### src/rtl/fir_out_decimator.sv
// Output stage of the FIR filter: 4-phase req/ack input, decimate-by-DECIM, FIFO buffer, 4-phase req/ack output.
// Optional boxcar averaging of each DECIM-sample group is enabled by defining DECIM_ACCUM_EN.
module fir_out_decimator #(
    parameter int DWIDTH     = 16,
    parameter int DECIM      = 4,
    parameter int FIFO_DEPTH = 4
) (
    input  logic                          clk,
    input  logic                          rst,
    input  logic                          in_req,
    output logic                          in_ack,
    input  logic [DWIDTH-1:0]             in_data,
    output logic                          out_req,
    input  logic                          out_ack,
    output logic [DWIDTH-1:0]             out_data,
    output logic [$clog2(FIFO_DEPTH):0]   level
);

    localparam int PW = $clog2(DECIM);
    localparam int AW = $clog2(FIFO_DEPTH);
    localparam int LW = AW + 1;

    localparam logic [PW-1:0] PHASE_LAST = PW'(DECIM - 1);
    localparam logic [LW-1:0] DEPTH_L    = LW'(FIFO_DEPTH);

    typedef enum logic {
        IN_IDLE,
        IN_ACK
    } in_state_t;

    typedef enum logic [1:0] {
        OUT_IDLE,
        OUT_REQ,
        OUT_WAIT
    } out_state_t;

    in_state_t         in_state_q, in_state_d;
    out_state_t        out_state_q, out_state_d;
    logic [PW-1:0]     phase_q, phase_d;
    logic [AW-1:0]     wr_ptr_q, wr_ptr_d;
    logic [AW-1:0]     rd_ptr_q, rd_ptr_d;
    logic [LW-1:0]     level_q, level_d;
    logic [DWIDTH-1:0] out_data_q, out_data_d;
    logic [DWIDTH-1:0] mem_q [FIFO_DEPTH];

    logic              keep;
    logic              full;
    logic              push;
    logic              pop;
    logic [DWIDTH-1:0] push_data;

    assign keep = (phase_q == PHASE_LAST);
    assign full = (level_q >= DEPTH_L);

`ifdef DECIM_ACCUM_EN
    localparam int ACCW = DWIDTH + PW;

    logic signed [ACCW-1:0] acc_q, acc_d;
    logic signed [ACCW-1:0] acc_sum;

    assign acc_sum   = acc_q + {{PW{in_data[DWIDTH-1]}}, in_data};
    // Dropping the low PW bits is the floor (arithmetic) divide by DECIM.
    assign push_data = acc_sum[ACCW-1:PW];
`else
    assign push_data = in_data;
`endif

    // Input handshake: accept, advance phase, push on the keep sample.
    always_comb begin
        // NOTE: every always_comb output gets a default first so no path can infer a latch.
        in_state_d = in_state_q;
        phase_d    = phase_q;
        push       = 1'b0;
`ifdef DECIM_ACCUM_EN
        acc_d      = acc_q;
`endif
        case (in_state_q)
            IN_IDLE: begin
                if (in_req && (!keep || !full)) begin
                    in_state_d = IN_ACK;
                    phase_d    = phase_q + 1'b1;
                    push       = keep;
`ifdef DECIM_ACCUM_EN
                    acc_d      = keep ? '0 : acc_sum;
`endif
                end
            end
            IN_ACK: begin
                if (!in_req) begin
                    in_state_d = IN_IDLE;
                end
            end
        endcase
    end

    // Output handshake: head stays in the FIFO until the sink acknowledges it.
    always_comb begin
        out_state_d = out_state_q;
        out_data_d  = out_data_q;
        pop         = 1'b0;
        case (out_state_q)
            OUT_IDLE: begin
                if ((level_q != '0) && !out_ack) begin
                    out_state_d = OUT_REQ;
                    out_data_d  = mem_q[rd_ptr_q];
                end
            end
            OUT_REQ: begin
                if (out_ack) begin
                    out_state_d = OUT_WAIT;
                    pop         = 1'b1;
                end
            end
            OUT_WAIT: begin
                if (!out_ack) begin
                    out_state_d = OUT_IDLE;
                end
            end
            default: out_state_d = OUT_IDLE;
        endcase
    end

    always_comb begin
        wr_ptr_d = push ? wr_ptr_q + 1'b1 : wr_ptr_q;
        rd_ptr_d = pop  ? rd_ptr_q + 1'b1 : rd_ptr_q;
        case ({push, pop})
            2'b10:   level_d = level_q + 1'b1;
            2'b01:   level_d = level_q - 1'b1;
            default: level_d = level_q;
        endcase
    end

    // NOTE: sequential state uses non-blocking assignments only.
    always_ff @(posedge clk or negedge rst) begin
        if (!rst) begin
            in_state_q  <= IN_IDLE;
            out_state_q <= OUT_IDLE;
            phase_q     <= '0;
            wr_ptr_q    <= '0;
            rd_ptr_q    <= '0;
            level_q     <= '0;
            out_data_q  <= '0;
`ifdef DECIM_ACCUM_EN
            acc_q       <= '0;
`endif
        end else begin
            in_state_q  <= in_state_d;
            out_state_q <= out_state_d;
            phase_q     <= phase_d;
            wr_ptr_q    <= wr_ptr_d;
            rd_ptr_q    <= rd_ptr_d;
            level_q     <= level_d;
            out_data_q  <= out_data_d;
`ifdef DECIM_ACCUM_EN
            acc_q       <= acc_d;
`endif
        end
    end

    // NOTE: storage array is not reset; resetting the pointers and level discards its contents.
    always_ff @(posedge clk) begin
        if (push) begin
            mem_q[wr_ptr_q] <= push_data;
        end
    end

    assign in_ack   = (in_state_q == IN_ACK);
    assign out_req  = (out_state_q == OUT_REQ);
    assign out_data = out_data_q;
    assign level    = level_q;

endmodule
### config.mk
export PLATFORM = sky130hd
export DESIGN_NAME = fir_out_decimator
export DESIGN_NICKNAME = d
export VERILOG_FILES = /design/src/rtl/fir_out_decimator.sv
export SDC_FILE = /design/constraint.sdc
export NUM_CORES = 1
export LEC_CHECK = 0
export ABC_CLOCK_PERIOD_IN_PS = 2100
export CAP_MARGIN = 20
export CORE_MARGIN = 1
export CORE_UTILIZATION = 50
export DETAILED_ROUTE_END_ITERATION = 10
export PLACE_DENSITY = 0.85
export SYNTH_ARGS = -nofsm -noshare
export SYNTH_HDL_FRONTEND = slang
export SYNTH_SLANG_ARGS = --single-unit
export TNS_END_PERCENT = 20
### constraint.sdc
create_clock -name clk -period 2.1 [get_ports clk]
set_clock_uncertainty 0.05 [all_clocks]
set_input_delay 0.21 -clock clk [delete_from_list [all_inputs] [get_ports clk]]
set_output_delay 0.21 -clock clk [all_outputs]
set_load 0.005 [all_outputs]
==> flow_summary_export.csv, run 1 <==
group,metric,value,unit
synthesis,avgSynthCellArea,20.9,um^2
cells_and_area,final_cells,338,
power_and_ir_drop,p_sw,1.50,mW
die,io_pins,41,
setup_path,slowest_stage,"dfrtp_1",
die,fp.dieW,87.1,um
power_and_ir_drop,pwr-share-seq,45.7,%
power_and_ir_drop,ir_worst_vdd,0.597,mV
setup_path,reg2reg_from,"phase_q[0]$_DFFE_PN0P_",
power_and_ir_drop,pwr-share-comb,34.9,%
drt,drc_errors,0,
cts,htreeDepth,3,
synthesis,synthCells,173,
power_and_ir_drop,pwr-share-clk,19.3,%
cts,clock_latency,340,ps
timing,slew_viol_final,0,
setup_path,cp_data_arrival_time,2160,ps
setup_path,critical_path.top_delay_family,"adder cells",
synthesis,yosysSeqAreaShare,72.5,%
drt,dr_total_vias,1719,
timing,worstMarginPinSlew,389,ps
timing,slew-limit-headroom,74.0,%
cells_and_area,fin_area,4450,um^2
power_and_ir_drop,p_int,3.91,mW
power_and_ir_drop,switching_share,27.8,%
drt,viasPerCell,5.09,
power_and_ir_drop,p_per_area,1220,nW/um^2
drt,wl_per_cell,17.6,um
timing,setup_viol,0,
setup_path,crit_buf_inv,2,
cts,clk_pin_slew,90,ps
setup_path,cp.required,2320,ps
cells_and_area,mostFrequentLayoutCell,"edfxtp_1",
grt,grt_pass1_vias,1770,
timing,max_freq,515,MHz
setup_path,critical_path_class,"reg2reg",
grt,grt_pass1_wl,9270,um
timing,finalCriticalPeriod,1940,ps
cts,clock-sinks,92,
die,die-height,87.1,um
setup_path,crit_path_end_kind,"flop",
cts,cts_hold_buf,0,
drt,drt_iter0_markers,87,
setup_path,critPathLaunchType,"flop",
setup_path,crit_fanout,3,
cts,numCtsBuffers,9,
grt,grt_max_degree,29,
drt,ant_nets,0,
grt,grt_overflow,0,
setup_path,crit_chain,"ha_2, nor4bb_4, inv_1, ha_2, inv_1, fa_2, xor2_1, nor2_1, xor2_1",
cts,cts-root-buf,"clkbuf_8",
timing,hold_viol_final,0,
synthesis,synth-seq-cells,92,
job,cap_viol_max_count,0,
synthesis,synthDistinctLibCells,30,
cts,cts_buffer_depth,2,
die,coreArea,6910,um^2
cells_and_area,drive_gt1_share,26.4,%
die,start_util,52.4,%
drt,drt-total-wl,5950,um
hold_path,min_path_type,"in2async",
timing,min_period_over_period,92.4,%
setup_path,cp_slowest_stage_delay,400,ps
drt,drt-pass1-iter-count,4,
cells_and_area,area_growth,22.9,%
grt,antenna_found_initial,0,
synthesis,ys_warn_count,0,
placed_design,place_area,4250,um^2
cells_and_area,fillers,508,
grt,track_usage,17.6,%
placed_design,gp_congestion,0.679,
cells_and_area,finalNetCount,264,
placed_design,portBuffers,40,
die,dieArea,7580,um^2
cells_and_area,n_antenna_cell,0,
timing,tns,0,ps
outcome,status,"finished clean",
setup_path,startpoint,"phase_q[0]$_DFFE_PN0P_",
placed_design,hpwlAfterDp,4020,um
die,std_cell_rows,30,
cts,cts_tree,"done",
synthesis,synth_area,3620,um^2
power_and_ir_drop,finalPower,5.41,mW
power_and_ir_drop,p_leak,1.66,nW
placed_design,dp.cells,321,
synthesis,synth_fp_nets,200,
cells_and_area,final_cell_mix,"64 x edfxtp_1, 40 x clkdlybuf4s50_1, 28 x dfrtp_1",
[metrics by stage]
step	util (%)	hold WS (ps)	worst slack, ps
2_1_floorplan	-	-136	85.2
3_5_place_dp	61.5	425	-149
6_report	64.4	190	159
3_3_place_gp	61.5	415	-38.9
4_1_cts	64.0	198	8.43
5_1_grt	64.4	221	-4.58
[area by class of cell]
type | count | area [um^2] | area share, %
Clock buffer | 10 | 128 | 2.87
Sequential cell | 92 | 2620 | 58.9
Timing Repair Buffer | 59 | 568 | 12.8
Tap cell | 96 | 120 | 2.70
Clock inverter | 6 | 46.3 | 1.04
Inverter | 9 | 33.8 | 0.759
Multi-Input combinational cell | 66 | 931 | 20.9
[power groups by stage]
stage | combinational, mW | sequential (mW) | clock, mW
after floorplan | 1.12 | 2.49 | 0
after global placement | 1.81 | 2.50 | 0
after detailed placement | 1.88 | 2.52 | 0
after CTS | 1.88 | 2.48 | 1.07
after global routing | 2.05 | 2.51 | 1.14
final | 1.89 | 2.47 | 1.05
[worst paths after layout]
| kind | to | cells past startpoint | slack [ps] |
|---|---|---|---|
| max in group asynchronous | out_data[0]$_DFFE_PN0P_ | 2 | 1520 |
| worst max-delay path | level[2]$_DFFE_PN0P_ | 9 | 160 |
| min in group clk | in_ack$_DFF_PN0_ | 3 | 410 |
| worst min register to register | phase_q[0]$_DFFE_PN0P_ | 1 | 440 |
| worst max register to register | level[2]$_DFFE_PN0P_ | 9 | 160 |
| worst min-delay path | out_data[12]$_DFFE_PN0P_ | 2 | 190 |
[sequential cells by signal (all words and copies together) (netlist names)]
name,flops
phase_q,2
out_data,16
mem_q,64
in_ack,1
level,3
out_state_q,2
rd_ptr_q,2
wr_ptr_q,2
[synthesized netlist by cell type]
| library cell | instances | area, um^2 |
|---|---|---|
| edfxtp_1 | 64 | 1920 |
| dfrtp_1 | 28 | 701 |
| inv_1 | 9 | 33.8 |
| mux2_2 | 8 | 90.1 |
| mux2_4 | 8 | 120 |
| mux4_1 | 8 | 210 |
| mux4_2 | 8 | 180 |
| ha_1 | 6 | 75.1 |
| and2_1 | 5 | 31.3 |
| xnor2_1 | 4 | 35.0 |
| xor2_1 | 4 | 35.0 |
| buf_6 | 2 | 22.5 |
| nor2_1 | 2 | 7.51 |
| a211oi_1 | 1 | 7.51 |
| a21o_1 | 1 | 7.51 |
| a31oi_1 | 1 | 6.26 |
| buf_1 | 1 | 3.75 |
| buf_12 | 1 | 20.0 |
| buf_2 | 1 | 5.00 |
| clkbuf_1 | 1 | 3.75 |
| fa_1 | 1 | 20.0 |
| mux2_1 | 1 | 11.3 |
| mux2i_1 | 1 | 10.0 |
| nand2_1 | 1 | 3.75 |
| nand3_1 | 1 | 5.00 |
| nor2b_1 | 1 | 6.26 |
| nor3_2 | 1 | 10.0 |
| nor4_4 | 1 | 21.3 |
| nor4bb_1 | 1 | 10.0 |
| o21ai_0 | 1 | 5.00 |
[logic make-up after synthesis]
group	Yosys count	share of synthesized area (%)
adder cells (fa/ha/maj)	7	2.63
AO/OA/AOI/OAI	4	0.726
XOR/XNOR	8	1.94
buffers and inverters	15	2.45
multiplexers	34	17.2
flip-flops	92	72.5
AND/OR/NAND/NOR	13	2.63
[metal layers]
layer,GRT usage (%),vias up,wire length (um)
met4,6.82,0,85
li1,-,799,-
met2,30.1,25,3300
met3,4.27,5,134
met1,21.7,890,2430
met5,0,-,0
[timing repair]
action	in CTS	in global routing
gates resized for setup	0	5
hold endpoints to repair	0	0
setup endpoints to repair	0	2
setup buffers	0	1
Power figures use the tool's default switching activity.
==> run 2, diff against run 1 <==
ABC_CLOCK_PERIOD_IN_PS = 2350   (was 2100)
CORE_UTILIZATION = 55   (was 50)
PLACE_DENSITY = 0.88   (was 0.85)
clock period = 2.35 ns   (was 2.1 ns; I/O delays follow)
==> run 2 against run 1 <==
Clock power decreased by 17%. Critical path depth is 1 lower. Power shrank 14%. Fmax decreased by 7.0%. Flip-flop and latch count stayed put. Hold slack improved by 20 ps. Non-clock buffer count fell by 6. Highest routed layer unchanged. Via count is 1.2% lower. Global-route usage is 0.44 points higher. Count of clock-buffer cells in the layout is 3 higher. Largest power group unchanged. Cell count is 7.4% lower.
==> flow_summary_export.csv, run 2 (same netlist as run 1, synthesis figures left out) <==
group,metric,value,unit
timing,slew_viol_final,0,
cells_and_area,top_register,"mem_q",
die,coreArea,6350,um^2
drt,wl_per_cell,17.8,um
cells_and_area,drive_gt1_share,21.6,%
power_and_ir_drop,pwr-share-comb,33.4,%
power_and_ir_drop,switching_share,27.1,%
grt,grt_pass1_wl,9080,um
cts,clock_latency,350,ps
drt,dr_total_vias,1699,
hold_path,min_path_type,"in2async",
grt,grt_pass1_vias,1801,
outcome,status,"finished clean",
placed_design,portBuffers,40,
die,start_util,57.0,%
cts,clk_pin_slew,80,ps
grt,antenna_found_initial,0,
cells_and_area,finalNetCount,258,
cells_and_area,final_cells,313,
drt,drt_iter0_markers,57,
power_and_ir_drop,p_sw,1.26,mW
cts,cts-root-buf,"clkbuf_8",
setup_path,critical_path_class,"reg2reg",
cells_and_area,n_antenna_cell,0,
timing,setup_viol,0,
cts,htreeDepth,3,
drt,drc_errors,0,
drt,drt-total-wl,5590,um
setup_path,crit_fanout,4,
placed_design,place_area,4160,um^2
power_and_ir_drop,p_per_area,1070,nW/um^2
power_and_ir_drop,p_int,3.38,mW
die,die-height,83.1,um
power_and_ir_drop,pwr-share-seq,47.8,%
timing,min_period_over_period,88.8,%
power_and_ir_drop,ir_worst_vdd,0.649,mV
timing,finalCriticalPeriod,2090,ps
grt,grt_overflow,0,
timing,worstMarginPinSlew,436,ps
cells_and_area,largest_register_ffs,64,
drt,viasPerCell,5.43,
die,dieArea,6910,um^2
setup_path,cp_data_arrival_time,2310,ps
die,io_pins,41,
setup_path,critPathLaunchType,"flop",
cts,cts_hold_buf,0,
timing,tns,0,ps
timing,hold_slack,210,ps
timing,slew-limit-headroom,70.5,%
setup_path,cp.required,2570,ps
cts,cts_setup_buffers,0,
drt,drt-pass1-iter-count,4,
power_and_ir_drop,p_leak,1.61,nW
job,cap_viol_max_count,0,
cts,ctsResizeCount,0,
cts,clock-sinks,92,
cells_and_area,final_cell_mix,"64 x edfxtp_1, 40 x clkdlybuf4s50_1, 28 x dfrtp_1",
grt,grt_max_degree,29,
timing,rsz0062_at_grt,"no",
placed_design,dp.cells,297,
placed_design,hpwlAfterDp,3680,um
cells_and_area,fin_area,4320,um^2
grt,track_usage,18.0,%
die,fp.dieW,83.1,um
cts,cts_buffer_depth,2,
timing,max_freq,479,MHz
setup_path,crit_path_end_kind,"flop",
cells_and_area,area_growth,19.2,%
cts,cts_tree,"done",
drt,ant_nets,0,
die,std_cell_rows,29,
timing,hold_viol_final,0,
power_and_ir_drop,pwr-share-clk,18.8,%
cells_and_area,mostFrequentLayoutCell,"edfxtp_1",
placed_design,gp_congestion,0.708,
cts,numCtsBuffers,9,
run 2: changes by cell type in the layout (fill, tap and decap cells not counted), moves of 2 or more:
| cell | delta |
|---|---|
| buf_12 | -2 |
| buf_4 | -4 |
| clkbuf_1 | +3 |
| ha_1 | +2 |
| ha_2 | -2 |
| inv_6 | -2 |
run 2: routing by layer:
metal | GRT usage, % | vias to the layer above | wire (um)
li1 | - | 780 | -
met5 | 0 | - | 0
met4 | 6.43 | 0 | 114
met1 | 23.4 | 867 | 2240
met3 | 5.37 | 12 | 241
met2 | 29.3 | 40 | 2990
run 2: stage by stage:
stage / total power [mW] / setup slack, ps / utilization (%)
final: 4.64 / 263 / 68.0
after global routing: 4.90 / 128 / 68.0
after CTS: 4.70 / 255 / 68.0
after detailed placement: 3.82 / 74.1 / 65.5
after global placement: 3.74 / 212 / 65.5
after floorplan: 3.23 / 335 / -
run 2: power groups by stage:
stage | sequential [mW] | clock [mW] | combinational (mW)
2_1_floorplan | 2.23 | 0 | 1.00
5_1_grt | 2.26 | 0.962 | 1.68
4_1_cts | 2.22 | 0.899 | 1.58
3_5_place_dp | 2.25 | 0 | 1.57
3_3_place_gp | 2.24 | 0 | 1.50
6_report | 2.22 | 0.873 | 1.55
run 2: path summary, 6_finish.rpt:
check / start / slack, ps / cells past startpoint / to
setup / recovery: out_state_q[0]$_DFFE_PN0P_ / 260 / 8 / level[2]$_DFFE_PN0P_
hold / removal: rst / 210 / 2 / out_data[13]$_DFFE_PN0P_
setup reg to reg: out_state_q[0]$_DFFE_PN0P_ / 260 / 8 / level[2]$_DFFE_PN0P_
hold reg to reg: phase_q[0]$_DFFE_PN0P_ / 430 / 1 / phase_q[0]$_DFFE_PN0P_
max in group asynchronous: rst / 1750 / 2 / wr_ptr_q[1]$_DFFE_PN0P_
min in group clk: in_req / 410 / 3 / in_ack$_DFF_PN0_
run 2: final cells by class:
cell class,instances,area (um^2)
clock buffer,13,139
clock inverter,3,17.5
fill,426,2030
inverter,9,33.8
multi-input combinational,66,908
sequential,92,2620
tap,77,96.3
timing repair buffer,53,498
run 2: critical path, cell delays in order (launching register included):
cell,delay (ps)
dfrtp_1,420
nor2b_1,280
and2_1,220
ha_1,190
inv_1,60
fa_1,380
xor2_1,160
nor2_1,110
xor2_1,150
==> run 3, diff against run 2 <==
CORE_UTILIZATION = 59   (was 55)
PLACE_DENSITY = 0.93   (was 0.88)
==> run 3 against run 2 <==
Critical endpoint unchanged. Power rose by 5.9%. Sequential power is essentially flat. Count of clock-buffer cells in the layout did not move. Sequential share of layout area shrank 0.85 points. Cell count fell by 0.96%. Largest power group unchanged. Global-route usage increased by 4.2 points. Hold slack lost 3.8 ps. Critical path depth is 1 higher.
==> flow_summary_export.csv, run 3 (same netlist as run 1, synthesis figures left out) <==
group,metric,value,unit
cts,clk_pin_slew,80,ps
cells_and_area,n_antenna_cell,0,
timing,slew-limit-headroom,68.3,%
power_and_ir_drop,p_sw,1.32,mW
power_and_ir_drop,p_int,3.60,mW
cts,clock_latency,350,ps
die,start_util,61.1,%
cells_and_area,largest_register_ffs,64,
setup_path,reg2reg_depth,9,
cells_and_area,top_register,"mem_q",
drt,drt-total-wl,6090,um
grt,grt_overflow,0,
placed_design,dp.cells,294,
placed_design,gp_congestion,0.744,
drt,drt_iter0_markers,79,
hold_path,min_path_type,"in2async",
setup_path,r2r_slack,180,ps
cells_and_area,mostFrequentLayoutCell,"edfxtp_1",
outcome,status,"finished clean",
setup_path,crit_fanout,3,
setup_path,critPathLaunchType,"flop",
timing,min_period_over_period,92.5,%
timing,hold_viol_final,0,
cts,cts_tree,"done",
setup_path,critical_path_class,"reg2reg",
cells_and_area,fillers,341,
cells_and_area,multi_input_area,911,um^2
cells_and_area,final_cells,310,
die,dieArea,6450,um^2
timing,max_freq,460,MHz
grt,grt_pass1_vias,1897,
cells_and_area,fin_area,4380,um^2
power_and_ir_drop,pwr-share-seq,45.6,%
cells_and_area,post-route-util,73.9,%
timing,setup_viol,0,
cells_and_area,finalNetCount,257,
job,cap_viol_max_count,0,
setup_path,crit_path_end_kind,"flop",
cts,clock-sinks,92,
die,io_pins,41,
setup_path,cp_data_arrival_time,2350,ps
die,std_cell_rows,28,
grt,grt_pass1_wl,9860,um
power_and_ir_drop,p_per_area,1120,nW/um^2
drt,drc_errors,0,
power_and_ir_drop,ir_worst_vdd,0.720,mV
power_and_ir_drop,pwr-share-clk,22.3,%
setup_path,cp.required,2530,ps
timing,worstMarginPinSlew,469,ps
drt,viasPerCell,5.60,
timing,tns,0,ps
cells_and_area,area_growth,20.9,%
power_and_ir_drop,p_leak,1.63,nW
grt,grt_max_degree,29,
cells_and_area,drive_gt1_share,22.6,%
grt,antenna_found_initial,0,
die,coreArea,5920,um^2
cts,cts_setup_buffers,0,
cells_and_area,final_cell_mix,"64 x edfxtp_1, 40 x clkdlybuf4s50_1, 28 x dfrtp_1",
placed_design,portBuffers,40,
grt,track_usage,22.2,%
drt,ant_nets,0,
power_and_ir_drop,pwr-share-comb,32.1,%
drt,dr_total_vias,1736,
cts,cts_hold_buf,0,
cells_and_area,seq_area,2620,um^2
cts,htreeDepth,3,
cts,cts_buffer_depth,2,
power_and_ir_drop,switching_share,26.8,%
timing,rsz0062_at_grt,"no",
cts,cts-root-buf,"clkbuf_8",
drt,drt-pass1-iter-count,4,
placed_design,hpwlAfterDp,3900,um
cts,numCtsBuffers,9,
timing,slew_viol_final,0,
placed_design,place_area,4160,um^2
timing,finalCriticalPeriod,2170,ps
die,die-height,80.3,um
die,fp.dieW,80.3,um
drt,wl_per_cell,19.6,um
## run 3: repair_timing
item | 4_1_cts | 5_1_grt
endpoints found under the hold margin | 0 | 0
resized for setup | 0 | 1
endpoints found under the setup margin | 0 | 1
## run 3: final timing paths
path                                             start                          to
min in group clk                                in_req            in_ack$_DFF_PN0_
worst max-delay path            phase_q[0]$_DFFE_PN0P_        level[2]$_DFFE_PN0P_
worst min register to register  phase_q[0]$_DFFE_PN0P_      phase_q[0]$_DFFE_PN0P_
max in group asynchronous                          rst     out_data[1]$_DFFE_PN0P_
worst min-delay path                               rst  out_state_q[1]$_DFFE_PN0P_
worst max register to register  phase_q[0]$_DFFE_PN0P_        level[2]$_DFFE_PN0P_
## run 3: critical path, stage by stage (launching register included)
cell      delay (ps)
dfrtp_1          380
ha_1             190
nor4bb_1         410
inv_1            100
ha_1             240
inv_1             80
fa_1             190
xor2_1           170
nor2_1            80
xor2_1           160
## run 3: power groups by stage
stage	logic, mW	clock network (mW)	registers, mW
after global placement	1.51	0	2.25
after detailed placement	1.58	0	2.28
after floorplan	1.00	0	2.23
after CTS	1.59	1.12	2.24
after global routing	1.71	1.19	2.27
final	1.58	1.10	2.24
## run 3: final cells by class
class / instances / share of cell area, %
sequential: 92 / 59.9
inverter: 9 / 0.772
timing repair buffer: 52 / 11.5
tap: 75 / 2.14
clock buffer: 13 / 3.89
multi-input combinational: 66 / 20.8
clock inverter: 3 / 0.972
## run 3: per-layer routing
layer / GRT usage [%] / up-vias / share of wire (%)
li1: - / 784 / -
met1: 27.7 / 891 / 41
met2: 36.8 / 44 / 53
met3: 5.23 / 17 / 3.2
met4: 10.5 / 0 / 2.9
met5: 0 / - / 0
## run 3: stage by stage
stage               power (mW)  setup slack [ps]  hold slack (ps)
detailed placement        3.85              89.6              431
finish                    4.91               177              206
CTS                       4.95               125              207
floorplan                 3.23               335             -111
global route              5.17              33.6              232
global placement          3.76               192              417
